--- src/rtl/looper_pkg.sv ---
// Shared types and helpers for the looper sequencing controller.
package looper_pkg;

  typedef enum logic [1:0] {
    IDLE     = 2'd0,
    RECORD   = 2'd1,
    PLAYBACK = 2'd2
  } state_t;

  localparam int SAT_W = 24;

  // Fixed-width saturating add for the standard 24-bit sample path.
  function automatic logic signed [SAT_W-1:0] sat_add(
    input logic signed [SAT_W-1:0] a,
    input logic signed [SAT_W-1:0] b
  );
    logic signed [SAT_W:0] s;
    s = {a[SAT_W-1], a} + {b[SAT_W-1], b};
    if (s[SAT_W] != s[SAT_W-1])
      return s[SAT_W] ? {1'b1, {(SAT_W-1){1'b0}}} : {1'b0, {(SAT_W-1){1'b1}}};
    return s[SAT_W-1:0];
  endfunction

endpackage

--- src/rtl/looper_ctrl_if.sv ---
// Single-port loop RAM bus; the controller is master, the RAM is slave.
interface looper_ctrl_if #(
  parameter int WIDTH  = 24,
  parameter int ADDR_W = 16
);
  logic [ADDR_W-1:0] mem_addr;
  logic              mem_we;
  logic [WIDTH-1:0]  mem_wdata;
  logic              mem_re;
  logic [WIDTH-1:0]  mem_rdata;

  modport master (output mem_addr, mem_we, mem_wdata, mem_re, input mem_rdata);
  modport slave  (input mem_addr, mem_we, mem_wdata, mem_re, output mem_rdata);
endinterface

--- src/rtl/looper_ctrl.sv ---
// Looper sequencer: footswitch press detection, IDLE/RECORD/PLAYBACK control,
// loop RAM access and saturating mix of the loop over the live input.
module looper_ctrl
  import looper_pkg::*;
#(
  parameter int WIDTH  = 24,
  parameter int DEPTH  = 48000,
  parameter int ADDR_W = $clog2(DEPTH)
) (
  input  logic                     clk,
  input  logic                     rst,
  input  logic                     sample_valid,
  input  logic signed [WIDTH-1:0]  in_signal,
  input  logic                     btn,
  output logic signed [WIDTH-1:0]  out_signal,
  output logic                     out_valid,
  looper_ctrl_if.master            mem_bus,
  output logic [1:0]               state_o,
  output logic [ADDR_W:0]          loop_len
);

  localparam logic [ADDR_W-1:0] LAST_ADDR = ADDR_W'(DEPTH - 1);
  localparam logic [ADDR_W:0]   FULL_LEN  = (ADDR_W+1)'(DEPTH);

  state_t                   state_q, state_d;
  logic [ADDR_W-1:0]        ptr_q, ptr_d;
  logic [ADDR_W:0]          len_q, len_d;
  logic                     btn_q, btn_d;
  logic signed [WIDTH-1:0]  in_reg_q, in_reg_d;
  logic                     play_q, play_d;
  logic                     out_valid_q, out_valid_d;

  logic                     press;
  logic [ADDR_W:0]          rec_cnt;
  logic                     do_wr, do_rd;
  logic signed [WIDTH:0]    sum;
  logic signed [WIDTH-1:0]  mix;

  always_comb begin
    press   = btn & ~btn_q;
    rec_cnt = {1'b0, ptr_q} + {{ADDR_W{1'b0}}, sample_valid};
    state_d = state_q;
    ptr_d   = ptr_q;
    len_d   = len_q;
    unique case (state_q)
      IDLE: begin
        if (press) begin
          state_d = RECORD;
          ptr_d   = '0;
        end
      end
      RECORD: begin
        // Auto-stop outranks a coincident press; a sample in the press cycle counts.
        if (sample_valid && (ptr_q == LAST_ADDR)) begin
          state_d = PLAYBACK;
          len_d   = FULL_LEN;
          ptr_d   = '0;
        end else if (press) begin
          ptr_d = '0;
          if (rec_cnt != '0) begin
            state_d = PLAYBACK;
            len_d   = rec_cnt;
          end else begin
            state_d = IDLE;
          end
        end else begin
          ptr_d = rec_cnt[ADDR_W-1:0];
        end
      end
      PLAYBACK: begin
        if (sample_valid)
          ptr_d = ({1'b0, ptr_q} == (len_q - (ADDR_W+1)'(1))) ? '0 : ptr_q + ADDR_W'(1);
        if (press) begin
          state_d = IDLE;
          len_d   = '0;
          ptr_d   = '0;
        end
      end
      default: begin
        state_d = IDLE;
        ptr_d   = '0;
        len_d   = '0;
      end
    endcase
  end

  always_comb begin
    btn_d       = btn;
    out_valid_d = sample_valid;
    in_reg_d    = in_reg_q;
    play_d      = play_q;
    if (sample_valid) begin
      in_reg_d = in_signal;
      play_d   = (state_q == PLAYBACK);
    end
  end

  // Gated by rst so no RAM access escapes during a reset cycle.
  always_comb begin
    do_wr              = ~rst & sample_valid & (state_q == RECORD);
    do_rd              = ~rst & sample_valid & (state_q == PLAYBACK);
    mem_bus.mem_we     = do_wr;
    mem_bus.mem_re     = do_rd;
    mem_bus.mem_addr   = (do_wr | do_rd) ? ptr_q : '0;
    mem_bus.mem_wdata  = do_wr ? in_signal : '0;
  end

  always_comb begin
    sum = {in_reg_q[WIDTH-1], in_reg_q} + {mem_bus.mem_rdata[WIDTH-1], mem_bus.mem_rdata};
    mix = sum[WIDTH-1:0];
    if (sum[WIDTH] != sum[WIDTH-1])
      mix = sum[WIDTH] ? {1'b1, {(WIDTH-1){1'b0}}} : {1'b0, {(WIDTH-1){1'b1}}};
    out_signal = '0;
    if (out_valid_q)
      out_signal = play_q ? mix : in_reg_q;
  end

  always_ff @(posedge clk) begin
    if (rst) begin
      state_q     <= IDLE;
      ptr_q       <= '0;
      len_q       <= '0;
      btn_q       <= 1'b0;
      in_reg_q    <= '0;
      play_q      <= 1'b0;
      out_valid_q <= 1'b0;
    end else begin
      state_q     <= state_d;
      ptr_q       <= ptr_d;
      len_q       <= len_d;
      btn_q       <= btn_d;
      in_reg_q    <= in_reg_d;
      play_q      <= play_d;
      out_valid_q <= out_valid_d;
    end
  end

  assign out_valid = out_valid_q;
  assign state_o   = state_q;
  assign loop_len  = len_q;

endmodule

--- src/flat_wrapper.sv ---
// flat-port wrapper written by rule: the top's interface ports become plain ports
module looper_ctrl_flat import looper_pkg::*;
#(
  parameter int WIDTH  = 24,
  parameter int DEPTH  = 48000,
  parameter int ADDR_W = $clog2(DEPTH)
)
  (clk, rst, sample_valid, in_signal, btn, out_signal, out_valid, state_o, loop_len, mem_bus_mem_addr, mem_bus_mem_we, mem_bus_mem_wdata, mem_bus_mem_re, mem_bus_mem_rdata);
  looper_ctrl_if #(.WIDTH(WIDTH), .ADDR_W(ADDR_W)) mem_bus_i ();
  input  logic clk;
  input  logic rst;
  input  logic sample_valid;
  input  logic signed [WIDTH-1:0] in_signal;
  input  logic btn;
  output logic signed [WIDTH-1:0] out_signal;
  output logic out_valid;
  output logic [1:0] state_o;
  output logic [ADDR_W:0] loop_len;
  output wire logic [$bits(mem_bus_i.mem_addr)-1:0] mem_bus_mem_addr;
  output wire logic [$bits(mem_bus_i.mem_we)-1:0] mem_bus_mem_we;
  output wire logic [$bits(mem_bus_i.mem_wdata)-1:0] mem_bus_mem_wdata;
  output wire logic [$bits(mem_bus_i.mem_re)-1:0] mem_bus_mem_re;
  input wire logic [$bits(mem_bus_i.mem_rdata)-1:0] mem_bus_mem_rdata;
  assign mem_bus_mem_addr = mem_bus_i.mem_addr;
  assign mem_bus_mem_we = mem_bus_i.mem_we;
  assign mem_bus_mem_wdata = mem_bus_i.mem_wdata;
  assign mem_bus_mem_re = mem_bus_i.mem_re;
  assign mem_bus_i.mem_rdata = mem_bus_mem_rdata;
  looper_ctrl #(.WIDTH(WIDTH), .DEPTH(DEPTH), .ADDR_W(ADDR_W)) u_core (.clk(clk), .rst(rst), .sample_valid(sample_valid), .in_signal(in_signal), .btn(btn), .out_signal(out_signal), .out_valid(out_valid), .mem_bus(mem_bus_i), .state_o(state_o), .loop_len(loop_len));
endmodule
--- config.mk ---
export PLATFORM = sky130hd
export DESIGN_NAME = looper_ctrl_flat
export DESIGN_NICKNAME = d
export VERILOG_FILES = /design/src/rtl/looper_pkg.sv /design/src/rtl/looper_ctrl_if.sv /design/src/rtl/looper_ctrl.sv /design/src/flat_wrapper.sv
export SDC_FILE = /design/constraint.sdc
export NUM_CORES = 1
export LEC_CHECK = 0
export ABC_AREA = 1
export BUFFER_PORTS_ARGS = -buffer_cell sky130_fd_sc_hd__buf_2
export CAP_MARGIN = 20
export CORE_ASPECT_RATIO = 1.75
export CORE_MARGIN = 2
export CORE_UTILIZATION = 50
export CTS_CLUSTER_SIZE = 16
export DETAILED_ROUTE_END_ITERATION = 12
export GPL_ROUTABILITY_DRIVEN = 0
export PLACE_DENSITY_LB_ADDON = 0.08
export SETUP_SLACK_MARGIN = 0.15
export SLEW_MARGIN = 20
export SYNTH_ARGS = -nofsm -noshare
export SYNTH_HDL_FRONTEND = slang
export SYNTH_SLANG_ARGS = --single-unit
export TNS_END_PERCENT = 100
--- constraint.sdc ---
create_clock -name clk -period 2.4 [get_ports clk]
set_input_delay 0.24 -clock clk [delete_from_list [all_inputs] [get_ports clk]]
set_output_delay 0.24 -clock clk [all_outputs]
set_load 0.01 [all_outputs]
==> flow_metrics.py <==
metrics = {
    "run_status": {
        "status": "complete, but fails checks",
        "violations": "setup timing",
    },
    "hold_path": {
        "hold_path.class": "input pin to flip-flop",
        "hold_start": "btn",
        "min_to": "u_core.btn_q$_SDFF_PP0_",
        "min_path_cells": 3,
    },
    "timing": {
        "worst_hold_slack_ps": 140,
        "rsz0062_at_grt": "yes",
        "setup_viol_count_final": 24,
        "finClkSkew_ps": 6.82,
        "timing.slew.headroom_pct": 64.1,
        "worst_slack_ps": -499,
        "finalMaxSlewViolations": 0,
        "worst_pin_slew_ps": 539,
        "finalCriticalPeriod_ps": 2900,
        "hold_viol": 0,
        "fmax_ghz": 0.345,
        "fin_crit_sh_pct": 121,
    },
    "placement": {
        "port_buffers": 137,
        "placed_area_mm2": 0.00785,
        "dp_hpwl_mm": 17.9,
        "dp_slack_ps": -199,
    },
    "grt": {
        "grt_overflow": 0,
        "grt_start_max_net_pins": 54,
        "grt_pass1_vias": 7301,
        "antenna_found_initial": 0,
        "grt_pass1_wl_mm": 35.1,
        "grt_usage_pct": 35.2,
    },
    "drt": {
        "firstDrtPassIters": 5,
        "dr_total_vias": 7965,
        "drt_iter0_drc": 469,
        "antenna_left": 0,
        "totalWireLength_mm": 24.6,
        "viasPerCell": 5.44,
        "wl_per_cell_um": 16.8,
        "drcViolationCount": 0,
    },
    "cells_and_area": {
        "nets": 1407,
        "nFillCells": 973,
        "final_cell_mix": "nand2_1, nor2_1, buf_4, buf_2, inv_1",
        "num_antenna_cells": 0,
        "syn_to_final_growth_pct": 50.4,
        "mostFrequentLayoutCell": "nand2_1",
        "drive_above_1_share_pct": 36.6,
        "finalInstanceArea_mm2": 0.00904,
    },
    "die": {
        "num_io_pins": 138,
        "dieArea_mm2": 0.0129,
        "die_w_um": 86.9,
        "core_mm2": 0.0119,
        "rows": 53,
        "start_util_pct": 50.6,
        "die_h_um": 149,
    },
    "cts": {
        "cts.sinks": 62,
        "ctsRootBufferMaster": "clkbuf_16",
        "clkTransAtPathRegs_ps": 60,
        "cts_buffers": 9,
        "tritoncts": "done",
        "ctsHoldBuffers": 0,
        "ctsHtreeMaxLevel": 3,
        "clock_latency_ps": 340,
        "clk_path_buf_depth": 2,
    },
    "synthesis": {
        "synth_top_area_share_pct": 20.7,
        "ys_seq_elements": 62,
        "postSynthCellCount": 1050,
        "seq_area_frac_synth_pct": 20.7,
        "avgSynthCellArea_um2": 5.72,
        "synth_area_leader_cell": "dfxtp_1",
        "synthDistinctLibCells": 41,
        "synth_area_mm2": 0.00601,
        "ys_warn_count": 0,
        "synth.area.top_cells": "dfxtp_1, nand2_1, nor2_1, inv_1, a21oi_1",
        "syn-num-nets": 1134,
    },
    "power": {
        "ir_worst_vdd_mv": 0.956,
        "p_per_area_mw_per_mm2": 845,
        "leakagePower_nw": 4.70,
    },
    "flow_run": {
        "cap_violations": 0,
    },
    "critical_path": {
        "worstPathArrival_ps": 2660,
        "reg2regPathDepth": 14,
        "timing.rr.start": "u_core.ptr_q[0]$_SDFFE_PP0P_",
        "cp.required_ps": 2160,
        "critPathMaxFanout": 3,
        "rrSetupSlack_ps": 10,
        "reg2reg_to": "u_core.loop_len[4]$_SDFFE_PP0P_",
        "path_class": "flip-flop to output port",
        "start_kind": "flip-flop",
        "end_kind": "output port",
    },
}
synth_stat cells, drive strengths merged:
| library cell | n |
|---|---|
| o21a | 2 |
| o31ai | 1 |
| fa | 1 |
| ha | 31 |
| a31oi | 3 |
| a21boi | 1 |
| o21bai | 3 |
| nor4 | 1 |
| clkinv | 2 |
| a211oi | 3 |
| nand3 | 71 |
| clkbuf | 25 |
| nor3 | 11 |
| buf | 12 |
| o21ai | 66 |
| nor2 | 193 |
| xnor2 | 13 |
| xor2 | 28 |
| or2 | 5 |
| nand2 | 272 |
| a21oi | 89 |
| nor3b | 1 |
| a21o | 4 |
| nand4 | 6 |
| inv | 144 |
| dfxtp | 62 |
through the flow:
stage | instances | setup TNS [ps] | util, % | total power [mW]
final | 1465 | -11070 | 76.2 | 7.64
after global routing | 1465 | -15480 | 76.2 | 8.16
after CTS | 1453 | -10550 | 70.9 | 6.87
after floorplan | 1050 | 0 | - | 4.05
after detailed placement | 1429 | -5780 | 66.1 | 5.42
after global placement | 1429 | -3780 | 66.1 | 5.36
state kept, by name (all words and copies together), names as in the netlist:
signal / cells
u_core.out_valid: 1
u_core.btn_q: 1
u_core.state_o: 2
u_core.ptr_q: 16
u_core.play_q: 1
u_core.loop_len: 17
u_core.in_reg_q: 24
critical path: stages (launching register included):
cell and delay, ps:
dfxtp_2 330, ha_4 160, fa_2 330, nand2_1 60, inv_1 50, o21ai_1 110
nand2_1 100, nand2_1 80, nand2_2 70, buf_4 140, a21oi_1 230, o21ai_0 180
xnor2_1 170, nand2_1 80, nand3_2 70, inv_1 30, buf_2 120
what timing repair did:
| item | CTS | global route |
|---|---|---|
| endpoints found under the hold margin | 0 | 0 |
| endpoints found under the setup margin | 51 | 58 |
| resized for setup | 42 | 131 |
| setup buffers | 6 | 9 |
| cloned | 2 | 3 |
| pin swaps | 10 | 35 |
where the power goes:
group	total, mW	switching (mW)	internal [mW]
combinational	4.92	2.99	1.94
sequential	1.43	0.223	1.21
clock	1.29	0.504	0.781
worst max path at each step:
| stage | slack [ps] | to | depth (start not counted) | from |
|---|---|---|---|---|
| final | -500 | out_signal[20] | 16 | u_core.in_reg_q[0]$_SDFFE_PP0P_ |
| after global routing | -620 | out_signal[22] | 18 | u_core.in_reg_q[0]$_SDFFE_PP0P_ |
| after CTS | -460 | out_signal[18] | 19 | u_core.in_reg_q[0]$_SDFFE_PP0P_ |
| after detailed placement | -200 | out_signal[18] | 20 | mem_bus_mem_rdata[0] |
| after global placement | -170 | out_signal[18] | 20 | mem_bus_mem_rdata[0] |
| after floorplan | 120 | out_signal[13] | 18 | u_core.in_reg_q[0]$_SDFFE_PP0P_ |
area by class of cell:
class                   instances  area [µm²]  share of cell area (%)
clock buffers                  13         270                    2.99
clock inverters                 3        17.5                   0.194
repair inverters                1        11.3                   0.125
multi-input cells             806        4670                    51.6
inverters                     146         561                    6.20
well taps                     137         171                    1.90
repair buffers                297        2090                    23.2
flip-flops and latches         62        1250                    13.8
metal layers:
| metal | vias to the layer above | track usage, % | share of wire (%) |
|---|---|---|---|
| met5 | - | 0 | 0 |
| met4 | 0 | 25.0 | 7.9 |
| met3 | 138 | 3.93 | 4.8 |
| met2 | 353 | 66.0 | 53 |
| met1 | 3615 | 34.4 | 34 |
| li1 | 3859 | - | - |
cell families after synthesis:
| group | synth area share (%) |
|---|---|
| and+or+nand+nor | 39.1 |
| buffers and inverters | 12.1 |
| AOI/OAI and AO/OA | 15.3 |
| DFF | 20.7 |
| xor gates and xnor gates | 6.10 |
| adders and majority gates | 6.79 |
No activity file was read; power rests on OpenSTA's default activity.
